==> config.mk <==
export PLATFORM = sky130hd
export DESIGN_NAME = ysyx_22040931_fetch_ctrl
export DESIGN_NICKNAME = d
export VERILOG_FILES = /design/src/rtl/ysyx_22040931_fetch_ctrl.sv
export SDC_FILE = /design/constraint.sdc
export NUM_CORES = 1
export LEC_CHECK = 0
export ABC_AREA = 1
export BUFFER_PORTS_ARGS = -buffer_cell sky130_fd_sc_hd__buf_2
export CAP_MARGIN = 10
export CORE_MARGIN = 4
export CORE_UTILIZATION = 30
export CTS_BUF_LIST = sky130_fd_sc_hd__clkbuf_4
export DETAILED_ROUTE_END_ITERATION = 16
export GPL_TIMING_DRIVEN = 1
export PLACE_DENSITY = 0.61
export SYNTH_ARGS = -nofsm -noshare
export SYNTH_HDL_FRONTEND = slang
export SYNTH_SLANG_ARGS = --single-unit
==> constraint.sdc <==
create_clock -name clock -period 2.25 [get_ports clock]
set_input_delay 0.45 -clock clock [delete_from_list [all_inputs] [get_ports clock]]
set_output_delay 0.45 -clock clock [all_outputs]
set_load 0.02 [all_outputs]
==> src/rtl/ysyx_22040931_fetch_ctrl.sv <==
// Instruction fetch controller: one outstanding imem request, redirect-aware,
// single-entry output buffer toward decode.
module ysyx_22040931_fetch_ctrl #(
  parameter int              PC_W     = 64,
  parameter logic [PC_W-1:0] RESET_PC = PC_W'(64'h8000_0000)
) (
  input  logic            clock,
  input  logic            reset,
  input  logic            redirect_valid,
  input  logic [PC_W-1:0] redirect_pc,
  output logic            imem_req_valid,
  input  logic            imem_req_ready,
  output logic [PC_W-1:0] imem_req_addr,
  input  logic            imem_rsp_valid,
  input  logic [31:0]     imem_rsp_data,
  output logic            inst_valid,
  input  logic            inst_ready,
  output logic [31:0]     inst_o,
  output logic [PC_W-1:0] inst_pc,
  output logic            busy
);

  typedef enum logic [1:0] {
    S_IDLE,
    S_REQ,
    S_WAIT,
    S_OUT
  } state_e;

  state_e          state_q, state_d;
  logic [PC_W-1:0] pc_q, pc_d;
  logic            drop_q, drop_d;
  logic [31:0]     inst_q, inst_d;
  logic [PC_W-1:0] inst_pc_q, inst_pc_d;
  logic            req_fire;

  assign req_fire = (state_q == S_REQ) && imem_req_ready;

  always_ff @(posedge clock) begin
    if (reset) begin
      state_q   <= S_IDLE;
      pc_q      <= RESET_PC;
      drop_q    <= 1'b0;
      inst_q    <= '0;
      inst_pc_q <= '0;
    end else begin
      state_q   <= state_d;
      pc_q      <= pc_d;
      drop_q    <= drop_d;
      inst_q    <= inst_d;
      inst_pc_q <= inst_pc_d;
    end
  end

  always_comb begin
    state_d   = state_q;
    pc_d      = pc_q;
    drop_d    = drop_q;
    inst_d    = inst_q;
    inst_pc_d = inst_pc_q;
    case (state_q)
      S_IDLE: state_d = S_REQ;
      S_REQ: begin
        if (req_fire) begin
          state_d = S_WAIT;
          drop_d  = redirect_valid;
        end
      end
      S_WAIT: begin
        if (imem_rsp_valid) begin
          drop_d = 1'b0;
          // a redirect in the response cycle makes the beat stale too
          if (drop_q || redirect_valid) begin
            state_d = S_REQ;
          end else begin
            state_d   = S_OUT;
            inst_d    = imem_rsp_data;
            inst_pc_d = pc_q;
            pc_d      = pc_q + PC_W'(4);
          end
        end else if (redirect_valid) begin
          drop_d = 1'b1;
        end
      end
      S_OUT: begin
        if (redirect_valid || inst_ready) begin
          state_d = S_REQ;
        end
      end
      default: state_d = S_IDLE;
    endcase
    if (redirect_valid && (state_q != S_IDLE)) begin
      pc_d = redirect_pc;
    end
  end

  always_comb begin
    imem_req_valid = 1'b0;
    inst_valid     = 1'b0;
    busy           = 1'b0;
    case (state_q)
      S_REQ:   imem_req_valid = 1'b1;
      S_WAIT:  busy           = 1'b1;
      S_OUT:   inst_valid     = 1'b1;
      default: ;
    endcase
  end

  assign imem_req_addr = pc_q;
  assign inst_o        = inst_q;
  assign inst_pc       = inst_pc_q;

endmodule

==> impl_results.md <==
* Run status: finished clean
* Seq pwr share at 46.2%
* Met1 Use GR at 28.1%
* Pin count of the biggest net entering global routing at 85
* Finished Cell Area at 11,100 µm²
* Synth cell types at 33
* Final Setup Violations at 0
* Placer's final routability congestion estimate at 0.930
* Maxcap violations at 0
* First-pass GRT wire length at 51.9 mm
* Syn-to-layout area delta at 27.2%
* CP Cell Sequence: inv_1 -> ha_1 -> buf_2
* Nets at 1,758
* Crit path max fanout at 5
* TritonCTS clock tree: built
* Worst Path Arrival at 1.60 ns
* Worst setup EP type: output port
* Die H at 178 µm
* Critical R2R Launch: state_q[0]$_SDFFE_PP0P_
* PortBufs at 264
* Clock power share at 29.1%
* Sw power at 2.54 mW
* Peak supply drop at 283 µV
* Net Sw Frac at 36.3%
* RSZ-0062 raised after global routing: false
* Met3 Use GR at 5.00%
* Remaining antenna violation count at 0
* H-tree depth at 4
* Wirelength per Cell at 16.6 µm
* FF-to-FF End: imem_req_addr[60]$_SDFFE_PP0P_
* Measured slew at the worst slew-check pin at 0.811 ns
* Clock slew at reported path FFs at 0.16 ns
* Pins Over Slew Limit at 0
* Overall global routing resource usage at 21.0%
* Fill cell count at 3,176
* Relative max-transition margin at 45.9%
* Clk_skew at 0.0218 ns
* Post-synth EDFFs at 0
* Final worst slack at 0.203 ns
* Asr flop ratio synth at 0%
* Top Ports at 265
* Critical Path Source: state_q[0]$_SDFFE_PP0P_
* Vias at 9,655
* Dpl ws at 0.105 ns
* Count leader, synth: nand2_1
* Worst hold-check path type: in -> reg
* Power Internal at 4.46 mW
* Fin crit period at 2.05 ns
* FF+latch count, synth at 163
* Drc violations at 0
* Final period utilization at 91.0%
* DPL Wire Length at 26.3 mm
* Top cells by area, synth: dfxtp_1, nand2_1, a21oi_1, o21ai_0, nor2_1
* Leakage at 4.67 nW
* Critical path depth at 3
* Mapped Cells at 1,381
* Initial antenna violation count at 4
* Fmax achieved at 489 MHz
* CTS Sinks at 163
* Maximum clock path buffer count at 2
* Synth top area share at 37.5%
* CP required at 1.80 ns
* Std-Cell Rows at 62
* Layout Cells excl Fill at 2,050
* Iter 0 DRT Violations at 600
* DIE AREA at 31,800 µm²
* Pwr Density at 633 nW/µm²
* Core area at 28,600 µm²
* CTS Buf Count at 17
* Startpoint Class: register
* Drt first pass iters at 7
* Final Hold Vio Count at 0
* Post-synthesis sequential area ratio at 37.5%
* Avg Cell Area, Syn at 6.30 µm²
* Synth area leader: dfxtp_1
* WP buf/inv at 2
* Max stage delay cell, worst path: dfxtp_1
* Fin Setup TNS at 0 ns
* Area after DPL at 10,700 µm²
* Hold_buf cts at 0
* Mapped Area at 8700 µm²
* Combinational fraction of design power at 24.6%
* Ys Warns at 0
* Top delay family on crit path: flip-flops
* Initial core utilization at 30.4%
* Post-synth top cells: nand2_1, nor2_1, inv_1
* Die W at 178 µm
* CTS Root Cell: clkbuf_4
* Post-layout util at 38.7%
* Most used DFF post-synth: dfxtp_1
* Post-Syn Nets at 1,488
* Grt total ovfl at 0
* Placed cells at 2,015
* Worst-Skew Late Latency at 0.59 ns
* Worst-case reg-to-reg path depth at 10
* Largest stage delay, worst path at 0.37 ns
* Via/cell ratio at 4.71
* Total Wirelength at 34.0 mm
* Top Usage Layer GRT: met2
* Vias in the first global route at 9,177
* GR Layer Usage met2 at 34.1%
* CP Class: reg -> out
* Critical Path End: busy
* Ratio of cells with drive above 1 in the final layout at 24.6%
* Reg-to-reg slack, setup at 0.21 ns
layout make-up:
cell class,count,area (µm²),area share (%)
multi-input cells,971,4520,40.8
clock buffers,17,128,1.15
well taps,384,480,4.34
flip-flops and latches,163,3260,29.5
diodes,3,7.51,0.0678
repair buffers,316,1790,16.2
inverters,182,683,6.17
clock inverters,14,193,1.74
stage by stage:
step | power, mW | hold WS, ns
finish | 7.01 | 0.102
global route | 7.44 | 0.0562
CTS | 7.12 | 0.0445
detailed placement | 5.03 | 0.431
global placement | 5.02 | 0.427
floorplan | 4.33 | 0.424
power groups by stage:
stage	Sequential, mW	Combinational [mW]	Clock, mW
after global routing	3.27	1.92	2.25
after floorplan	3.46	0.874	0
after global placement	3.29	1.73	0
after detailed placement	3.30	1.73	0
after CTS	3.24	1.74	2.13
final	3.24	1.73	2.04
worst register-to-register path: stages (launching register included):
cell	delay (ns)
dfxtp_1	0.42
inv_1	0.10
ha_1	0.24
nor2_4	0.15
a21oi_1	0.09
nor2_4	0.24
inv_2	0.08
buf_12	0.21
nor2_1	0.26
nand2_1	0.09
a21oi_1	0.12
worst min path at each step:
stage                       startpoint                             to  slack [ns]  depth (start not counted)
6_report                redirect_pc[1]  imem_req_addr[1]$_SDFFE_PP0P_        0.10                          3
5_1_grt                 redirect_pc[0]  imem_req_addr[0]$_SDFFE_PP0P_        0.06                          3
4_1_cts                 redirect_pc[1]  imem_req_addr[1]$_SDFFE_PP0P_        0.04                          3
3_5_place_dp   inst_o[28]$_SDFFE_PP0P_        inst_o[28]$_SDFFE_PP0P_        0.43                          2
3_3_place_gp   inst_o[28]$_SDFFE_PP0P_        inst_o[28]$_SDFFE_PP0P_        0.43                          2
2_1_floorplan      drop_q$_SDFFE_PP0P_            drop_q$_SDFFE_PP0P_        0.42                          2
kinds of logic (layout without fill, tap and decap cells):
logic type	count (synthesis)	count (layout)	share of synthesized area (%)
AO/OA/AOI/OAI	347	347	20.8
XOR/XNOR	2	2	0.201
AND/OR/NAND/NOR	617	617	29.9
buffers and inverters	247	529	10.9
flip-flops	163	163	37.5
other	0	3	0
adder cells (fa/ha/maj)	5	5	0.719
metal layers:
layer	part of all wire, %	wire length (µm)
met1	45	15300
met2	45	15400
met3	7.9	2690
met4	1.8	598
met5	0.032	11
sequential cells by signal (all words and copies together), names as in the netlist:
register       count
imem_req_addr     64
drop_q             1
state_q            2
inst_pc           64
inst_o            32
repair_timing:
action,in CTS,in global routing
endpoints found under the setup margin,0,11
gates resized for setup,0,6
buffers inserted,0,1
cell usage in the layout, fill, tap and decap left out, types with 2 or more instances in the layout:
cell / n
a221oi_1: 2
nor2_4: 9
nand3_1: 54
nand2_2: 13
o21bai_1: 2
o21ai_1: 7
nor3_1: 2
nand3b_1: 3
nor2_1: 175
buf_6: 2
buf_12: 6
inv_8: 3
clkinv_4: 2
a31oi_1: 3
diode_2: 3
inv_2: 9
o31ai_1: 9
inv_6: 5
dfxtp_1: 162
bufinv_16: 3
nand4_1: 12
inv_1: 170
o21ai_0: 157
xnor2_1: 2
clkbuf_4: 17
clkinv_1: 3
nand2_1: 325
buf_4: 44
ha_1: 5
a21oi_2: 6
or2_2: 2
a21oi_1: 157
buf_2: 264
nor2_2: 17
Power figures use the tool's default switching activity.
